### src/rtl/spike_synapse.sv
// Excitatory synapse: rising-edge spike detect, weighted current injection, prescaled shift decay.
// Optional inhibitory input compiled in with SYN_INHIBIT_EN (adds inh_in / inh_weight ports).
module spike_synapse #(
  parameter logic [15:0] DECAY_DIV = 16'd1000
) (
  input  logic       clk,
  input  logic       rst_n,
  input  logic       ena,
  input  logic       spike_in,
  input  logic [7:0] weight,
  input  logic [2:0] tau_sel,
`ifdef SYN_INHIBIT_EN
  input  logic       inh_in,
  input  logic [7:0] inh_weight,
`endif
  output logic [7:0] I_syn,
  output logic       sat,
  output logic [7:0] spike_cnt
);

  localparam logic [15:0] LAST = DECAY_DIV - 16'd1;

  logic        spike_q;
  logic [15:0] pre_cnt;
  logic        spk_evt, tick, wr;
  logic [7:0]  shifted, dec, exc, nxt;
  logic [8:0]  sum;

`ifdef SYN_INHIBIT_EN
  logic inh_q;
  logic inh_evt;
  assign inh_evt = inh_in & ~inh_q & ena;
  assign wr      = tick | spk_evt | inh_evt;
`else
  assign wr      = tick | spk_evt;
`endif

  assign spk_evt = spike_in & ~spike_q & ena;
  assign tick    = (pre_cnt == LAST) & ena;

  // Decay is taken from the current value first, then the weight is added at 9 bits
  // so the carry doubles as the saturation flag.
  always_comb begin
    shifted = I_syn >> tau_sel;
    dec     = 8'd0;
    if (tick)
      dec = (shifted == 8'd0 && I_syn != 8'd0) ? 8'd1 : shifted;
    sum = {1'b0, I_syn - dec} + (spk_evt ? {1'b0, weight} : 9'd0);
    exc = sum[8] ? 8'hFF : sum[7:0];
    nxt = exc;
`ifdef SYN_INHIBIT_EN
    if (inh_evt)
      nxt = (exc > inh_weight) ? exc - inh_weight : 8'd0;
`endif
  end

  always_ff @(posedge clk) begin
    if (!rst_n) begin
      spike_q   <= 1'b0;
      pre_cnt   <= 16'd0;
      I_syn     <= 8'd0;
      sat       <= 1'b0;
      spike_cnt <= 8'd0;
    end else begin
      // Edge-detect history keeps tracking while disabled so no stale edge fires on re-enable.
      spike_q <= spike_in;
      if (ena) begin
        pre_cnt <= tick ? 16'd0 : pre_cnt + 16'd1;
        if (wr)
          I_syn <= nxt;
        if (tick | spk_evt)
          sat <= sum[8];
        if (spk_evt)
          spike_cnt <= spike_cnt + 8'd1;
      end
    end
  end

`ifdef SYN_INHIBIT_EN
  always_ff @(posedge clk) begin
    if (!rst_n) inh_q <= 1'b0;
    else        inh_q <= inh_in;
  end
`endif

endmodule

### config.mk
export PLATFORM = sky130hd
export DESIGN_NAME = spike_synapse
export DESIGN_NICKNAME = d
export VERILOG_FILES = /design/src/rtl/spike_synapse.sv
export SDC_FILE = /design/constraint.sdc
export NUM_CORES = 1
export LEC_CHECK = 0
export ABC_AREA = 1
export CORE_MARGIN = 3
export CORE_UTILIZATION = 58
export CTS_CLUSTER_SIZE = 24
export DETAILED_ROUTE_END_ITERATION = 7
export DONT_BUFFER_PORTS = 1
export GPL_TIMING_DRIVEN = 0
export PLACE_DENSITY = 0.79
export SYNTH_ARGS = -nofsm -noshare
export SYNTH_HDL_FRONTEND = slang
export SYNTH_SLANG_ARGS = --single-unit
### constraint.sdc
create_clock -name clk -period 3.4 [get_ports clk]
set_clock_uncertainty 0.1 [all_clocks]
set_input_delay 0.51 -clock clk [delete_from_list [all_inputs] [get_ports clk]]
set_output_delay 0.51 -clock clk [all_outputs]
set_load 0.01 [all_outputs]
# After elaboration in Yosys (flattened, before gate mapping)
# Index checks and enable logic that the tools add are counted.
dict set report word_totals {
  inputBits 15
  word_cells 26
  register_bits 34
}
dict set report op_classes {
  shift 1
  mux 5
  add_sub_neg 4
  bitwise_logic 5
  n_reduce_logical 5
  n_eq_ne 1
}
# cell n
set op_table {}
lappend op_table {{8-bit 2-to-1 mux} 4}
lappend op_table {{16-bit by 1-bit adder with 16-bit output, second input constant} 1}
lappend op_table {{16-bit by 10-bit equality test with 1-bit output, second input constant} 1}
lappend op_table {{16-bit 2-to-1 mux} 1}
lappend op_table {{8-bit by 8-bit adder with 9-bit output} 1}
lappend op_table {{8-bit by 1-bit adder with 8-bit output, second input constant} 1}
lappend op_table {{8-bit zero test} 1}
lappend op_table {{8-bit nonzero test} 1}
lappend op_table {{8-bit by 3-bit right shift with 8-bit output} 1}
lappend op_table {{8-bit subtractor} 1}
lappend op_table {{2-bit AND reduction} 2}
lappend op_table {{1-bit AND} 3}
lappend op_table {{1-bit logical AND} 1}
lappend op_table {{1-bit NOT} 1}
lappend op_table {{1-bit OR} 1}

# Longest topological paths before layout
# Gate-level depths: netlist (run 1).
dict set report depth {
  ltp_word 8
  depth_mapped 25
  ltp_nobuf 24
}

# Worst setup path before layout (run 1)
# OpenSTA, ideal clock, no wires.
dict set report synth_timing {
  path_kind {input port to flip-flop}
  from {input tau_sel[0]}
  to {register I_syn[0]}
  path_buffers 1
  required_time_ps 3183
  stages 23
  slack_ps -323
  setup_ps 117
  arrival_ps 3506
  path_cell_list {buf_4 inv_2 nand2_1 nor2_1 nand2_1 nand2_1 nor2_1 nand3_2 a21oi_1 ha_1 fa_1 o21ai_0 nand2_1 nand2_1 a21oi_1 xnor2_1 ha_1 nand2_1 o21ai_0 a21oi_1 inv_2 nor3_2 nor2_1}
}
dict set report synth_between {
  elab_chain_cells 8
}
# element line_no
set synth_lines {}
lappend synth_lines {{start: declaration} 11} ;# input logic [2:0] tau_sel,
lappend synth_lines {{8-bit by 3-bit right shift with 8-bit output *} 44} ;# shifted = I_syn >> tau_sel;
lappend synth_lines {{8-bit zero test} 47} ;# dec = (shifted == 8'd0 && I_syn != 8'd0) ? 8'd1 : shifted;
lappend synth_lines {{1-bit logical AND} 47}
lappend synth_lines {{8-bit 2-to-1 mux *} 47}
lappend synth_lines {{8-bit 2-to-1 mux *} 46} ;# if (tick)
lappend synth_lines {{8-bit subtractor *} 48} ;# sum = {1'b0, I_syn - dec} + (spk_evt ? {1'b0, weight} : 9'd0);
lappend synth_lines {{8-bit by 8-bit adder with 9-bit output *} 48}
lappend synth_lines {{8-bit 2-to-1 mux *} 49} ;# exc = sum[8] ? 8'hFF : sum[7:0];
lappend synth_lines {{end signal: assignment} 70} ;# I_syn <= nxt;
lappend synth_lines {{end: declaration} 16} ;# output logic [7:0] I_syn,
# Mark *: on every way between the ends. The rest lies on a longest branch, timed or not.
# A chain may end at the register's enable or synchronous reset.

# Final worst setup path (run 1)
dict set report layout_timing {
  from {input tau_sel[0]}
  to {register I_syn[7]}
}
# Same word-level chain as after synthesis.

==> out/results.ini, run 1 <==
[status]
status = complete, but fails checks
violations = setup timing

[finish]
antennaDiodeCount = 0
areaGrowthSynthToFinish_pct = 28.4
drive_above_1_share = 0.345
layout_commonest_cell = nand2_1
final_cell_mix = 63 x nand2_1, 53 x inv_1, 41 x nor2_1
nets = 471
fin_cells = 490
fillerInstances = 294
design_area_um2 = 3510

[critical_path]
cp_max_fo = 8
crit_required_ns = 3.47
reg2reg_to = I_syn[7]
start_kind = input pin
end_kind = flip-flop
r2r_slack_ns = -0.18
criticalPathCategory = input pin to flip-flop
r2r_cells = 22
worstReg2RegStart = I_syn[3]
critPathArrivalTime_ns = 3.65

[detailed_routing]
via_count = 3030
wirelength_um = 8660
ant_nets = 0
drt_first_pass_iters = 5
vias_per_cell = 6.18
avgRoutedWirePerCell_um = 17.7
drtIter0Drc = 322
drc = 0

[synth]
synth_nets = 450
async_flop_share = 0
synthCells = 416
yosysSeqAreaShare = 0.249
ys.flop_type = dfxtp_1
syn_area_per_cell_um2 = 6.57
synth_edf_count = 0
syn_area_um2 = 2730
synth_seq_cells = 34
ys_warn_count = 0
synth.distinct_cells = 35

[placement]
numPortBuffers = 0
gp_congestion = 0.842
post_dp_cell_area_um2 = 2820
dp_worst_setup_slack_ns = -0.339
hpwl_um = 4630
place_inst = 468

[cts]
tritoncts = built
cts_buffers = 5
cts_sinks = 34
root_buffer = clkbuf_8
cts_max_path_buffers = 2
clock_latency_ns = 0.29
htree_levels = 2
clk_pin_slew_ns = 0.07

[floorplanning]
ios = 32
core_area_um2 = 4440
die_x_um = 74.6
die_y_um = 74.6
start_util = 0.615
rows = 24
dieArea_um2 = 5570

[hold_path]
hold_depth = 2
hold_path.class = input pin to flip-flop
hp-start = spike_in
min_to = spike_q

[sta]
holdWs_ns = 0.216
clock.fmax_ghz = 0.279
maxSlewHeadroom = 0.701
min_period_over_period = 1.05
setup_ws_ns = -0.178
timing_hold_violations_final = 0
setup_viol = 9
rsz0062_at_grt = yes
tns_ns = -1.07
worst_slew_pin_slew_ns = 0.449
slew_viol_final = 0
period_minus_slack_ns = 3.58

[grt]
grt_max_degree = 11
globalRoute.totalOverflow = 0
track_usage = 0.242
grt_pass1_vias = 2388
antenna_found_initial = 0
grt_pass1_wl_um = 10700

[power_and_ir_drop]
vdd_drop_max_uv = 226
power.density_nw_per_um2 = 313
power.leakage_uw = 0.00163

[job]
cap_viol_max_count = 0

## layer usage
metal	GRT usage	wire length, µm	share of wire
met5	0	0	0
met1	0.321	3380	0.39
met2	0.389	4180	0.48
met4	0.0731	496	0.057
met3	0.0601	602	0.069
## final cells by class
class                      instances  area (µm²)  share of cell area
buffer                             8        81.3              0.0232
clock buffer                       7        86.3              0.0246
clock inverter                     1        5.00             0.00143
inverter                          61         249              0.0710
multi-input combinational        313        2190               0.623
sequential                        34         714               0.204
tap                               52        65.1              0.0185
timing repair buffer              14         121              0.0346
## repair_timing
| action | 4_1_cts | 5_1_grt |
|---|---|---|
| pin swaps | 6 | 58 |
| setup endpoints to repair | 9 | 9 |
| resized for setup | 29 | 92 |
| buffers inserted | 2 | 12 |
| hold buffers | 0 | 0 |
## critical path, stage by stage
cell and delay (ns):
buf_16 0.14, inv_12 0.09, nand2_4 0.07, nor2_4 0.12, nand2_1 0.10, nand2_2 0.11
nor2_4 0.05, nand3_4 0.14, buf_6 0.12, nand3b_1 0.18, ha_4 0.36, nand2_1 0.07
or2_2 0.30, nand3_2 0.10, inv_1 0.04, nand2_1 0.07, nand2_2 0.07, ha_4 0.26
a21oi_2 0.16, o21ai_2 0.09, a21oi_4 0.18, nand3_1 0.10, nor2_1 0.13, nor2_1 0.08
## cell usage after synthesis, types with 3 or more instances
cell type,n,area (µm²)
nand2_1,88,330
inv_1,54,203
nor2_1,50,188
nand3_1,47,235
dfxtp_1,34,681
a21oi_1,28,140
ha_1,17,213
o21ai_0,17,85.1
nand4_1,9,56.3
inv_2,7,26.3
nor3_1,7,35.0
nand2_2,5,31.3
xnor2_1,5,43.8
nand3b_1,4,30.0
nor2_4,4,45.0
o21ai_2,4,35.0
xor2_1,4,35.0
nand3_2,3,30.0
nor2_2,3,18.8
nor3_2,3,30.0
or2_2,3,18.8
## through the flow
stage,total power (µW),utilization
floorplan,621,-
global placement,662,0.635
detailed placement,667,0.635
CTS,989,0.691
global route,1150,0.789
finish,1100,0.789
## how the worst max path moves through the flow
stage,from,to,slack [ns],cells after the start
finish,tau_sel[0],I_syn[7],-0.18,24
global route,I_syn[3],I_syn[7],-0.40,22
CTS,pre_cnt[1],I_syn[0],0.007,20
detailed placement,tau_sel[1],I_syn[0],-0.34,22
global placement,tau_sel[1],I_syn[0],-0.32,22
floorplan,tau_sel[0],I_syn[0],0.01,23
## registers in the layout, summed over array words and instances (netlist names)
signal / cells
pre_cnt: 16
I_syn: 8
spike_cnt: 8
sat: 1
spike_q: 1
## report_power, final
part | switching, µW | internal [µW]
combinational | 202 | 143
clock | 151 | 163
sequential | 31.1 | 409
## cells by family (layout without fill, tap and decap cells)
group,after synthesis,after routing,share of synthesized area
buffers and inverters,69,91,0.104
flip-flops,34,34,0.249
AND/OR/NAND/NOR,234,234,0.424
AO/OA/AOI/OAI,51,51,0.101
adder cells (fa/ha/maj),19,19,0.0925
XOR/XNOR,9,9,0.0289
Power figures use the tool's default switching activity.
==> run 2, diff against run 1 <==
--- a/config.mk
+++ b/config.mk
@@ -6,12 +6,14 @@
 export NUM_CORES = 1
 export LEC_CHECK = 0
 export ABC_AREA = 1
+export CAP_MARGIN = 20
 export CORE_MARGIN = 3
 export CORE_UTILIZATION = 58
 export CTS_CLUSTER_SIZE = 24
 export DETAILED_ROUTE_END_ITERATION = 7
 export DONT_BUFFER_PORTS = 1
 export GPL_TIMING_DRIVEN = 0
+export HOLD_SLACK_MARGIN = 0.06
 export PLACE_DENSITY = 0.79
 export SYNTH_ARGS = -nofsm -noshare
 export SYNTH_HDL_FRONTEND = slang
==> results of run 2 <==
The final DEF is identical to that of run 1; final timing and power are the same.
==> run 3, diff against run 2 <==
--- a/config.mk
+++ b/config.mk
@@ -7,8 +7,7 @@
 export LEC_CHECK = 0
 export ABC_AREA = 1
 export CAP_MARGIN = 20
-export CORE_MARGIN = 3
-export CORE_UTILIZATION = 58
+export CORE_UTILIZATION = 60
 export CTS_CLUSTER_SIZE = 24
 export DETAILED_ROUTE_END_ITERATION = 7
 export DONT_BUFFER_PORTS = 1
==> constraint.sdc (replaced) <==
create_clock -name clk -period 4.3 [get_ports clk]
set_clock_uncertainty 0.1 [all_clocks]
set_input_delay 0.645 -clock clk [delete_from_list [all_inputs] [get_ports clk]]
set_output_delay 0.645 -clock clk [all_outputs]
set_load 0.01 [all_outputs]
==> run 3 against run 2 <==
  * Total power fell by 30%
  * Count of clock-buffer cells in the layout did not move
  * Final cell count fell by 2.9%
  * Critical path depth fell by 1
  * Die area fell by 13%
  * First-iteration DRC count fell by 57%
  * Combinational power fell by 48%
  * Register-to-register slack improved by 0.64 ns
  * Routed wire length fell by 28%
  * The flow now finishes without violations
  * Largest power group unchanged
  * Setup slack improved by 0.60 ns
  * Highest routed layer unchanged
  * Sequential power fell by 23%
  * Largest cell class unchanged
==> out/results.ini, run 3 (same netlist as run 1, synthesis figures left out) <==
[status]
status = finished clean

[power_and_ir_drop]
power.density_nw_per_um2 = 264
power.leakage_uw = 0.00140
finalPower_uw = 764
vdd_drop_max_uv = 216

[critical_path]
crit_required_ns = 4.38
cp_max_fo = 8
crit_buf_inv = 3
critical_path.most_common_cell = nand2_1
end_kind = flip-flop
path_cells = buf_4 -> inv_2 -> nand2_1 -> nor2_1 -> nand2_1 -> nand2_1 -> nor2_1 -> nand3_2 -> a21oi_1 -> ha_1 -> fa_1 -> o21ai_1 -> nand2_1 -> nand2_1 -> a21oi_1 -> xnor2_1 -> ha_1 -> nand2_1 -> o21ai_0 -> a21oi_2 -> inv_2 -> nor3_2 -> nor2_1
critPathArrivalTime_ns = 3.95
cpPeakStageDelay_ns = 0.42
criticalPathCategory = input pin to flip-flop
crit_family = simple AND/OR/NAND/NOR gates
start_kind = input pin
cp_slowest_cell = fa_1

[grt]
track_usage = 0.275
grt_pass1_wl_um = 10800
grt_max_degree = 11
globalRoute.totalOverflow = 0
antenna_found_initial = 0
grt_pass1_vias = 2558

[floorplanning]
die_x_um = 69.5
core_area_um2 = 4350
ios = 32
die_y_um = 69.5
rows = 24
dieArea_um2 = 4830
start_util = 0.627

[cts]
htree_levels = 2
root_buffer = clkbuf_8
postCtsHoldBufs = 0
clk_pin_slew_ns = 0.07
cts_resized = 0
tritoncts = built
cts_setup_buffers = 0
clock_latency_ns = 0.29
cts_max_path_buffers = 2
cts_buffers = 5
cts_sinks = 34

[sta]
tns_ns = 0
clock.fmax_ghz = 0.258
min_period_over_period = 0.902
worst_slew_pin_slew_ns = 0.418
setup_viol = 0
period_minus_slack_ns = 3.88
holdWs_ns = 0.350
rsz0062_at_grt = no
timing_hold_violations_final = 0
slew_viol_final = 0
maxSlewHeadroom = 0.722

[finish]
antennaDiodeCount = 0
drive_above_1_share = 0.123
fillerInstances = 416
final_cell_mix = 88 x nand2_1, 54 x inv_1, 50 x nor2_1
layout_commonest_cell = nand2_1
nets = 457
areaGrowthSynthToFinish_pct = 5.86
top_register = pre_cnt
largest_register_ffs = 16
reg_top3 = pre_cnt: 16 flops, I_syn: 8 flops, spike_cnt: 8 flops

[placement]
numPortBuffers = 0
gp_congestion = 0.896
hpwl_um = 4840

[detailed_routing]
drtIter0Drc = 140
via_count = 2647
drt_first_pass_iters = 4
avgRoutedWirePerCell_um = 13.2
drc = 0
wirelength_um = 6270
ant_nets = 0
vias_per_cell = 5.56

[hold_path]
hold_path.class = input pin to flip-flop

[job]
cap_viol_max_count = 0

## run 3: changes by cell type in the layout (fill, tap and decap cells not counted), moves of 8 or more
| cell | before | now |
|---|---|---|
| dfxtp_1 | 23 | 34 |
| nand2_1 | 63 | 88 |
| buf_4 | 13 | 2 |
| ha_1 | 9 | 17 |
| dfxtp_4 | 8 | 0 |
| nor2_1 | 41 | 50 |
| nand3_2 | 20 | 3 |
| nand3_1 | 27 | 47 |
| nand2_4 | 11 | 1 |
| nand2_2 | 20 | 5 |
## run 3: cell type report
type                            instances  area, µm²  area share
Buffer                                  8       55.1      0.0190
Sequential cell                        34        681       0.235
Multi-Input combinational cell        313       1770       0.612
Clock inverter                          1       5.00     0.00173
Tap cell                               52       65.1      0.0225
Clock buffer                            7       86.3      0.0299
Inverter                               61        229      0.0792
## run 3: routing by layer
layer | track usage | wire, µm | vias up
met4 | 0.0816 | 59 | 0
met1 | 0.359 | 2980 | 1199
met5 | 0 | 0 | -
li1 | - | - | 1375
met2 | 0.455 | 2900 | 65
met3 | 0.0552 | 326 | 8
## run 3: worst paths after layout
kind / from / end / slack (ns) / cells after the start
worst max-delay path: tau_sel[0] / I_syn[0] / 0.42 / 23
worst min-delay path: spike_in / spike_q / 0.35 / 2
worst max register to register: I_syn[5] / I_syn[0] / 0.46 / 21
worst min register to register: pre_cnt[1] / pre_cnt[1] / 0.40 / 2
## run 3: power by group
part	switching (µW)	leakage [µW]	internal, µW
clock	115	0.0000482	129
combinational	111	0.00108	68.5
sequential	17.3	0.000276	324
## run 3: through the flow
stage / setup slack [ns] / instance area [µm²] / util / instances
floorplan: 0.442 / 2730 / - / 416
global placement: 0.0346 / 2800 / 0.642 / 468
detailed placement: -0.00683 / 2800 / 0.642 / 468
CTS: 0.280 / 2890 / 0.663 / 476
global route: 0.0873 / 2890 / 0.664 / 476
finish: 0.422 / 2890 / 0.664 / 476
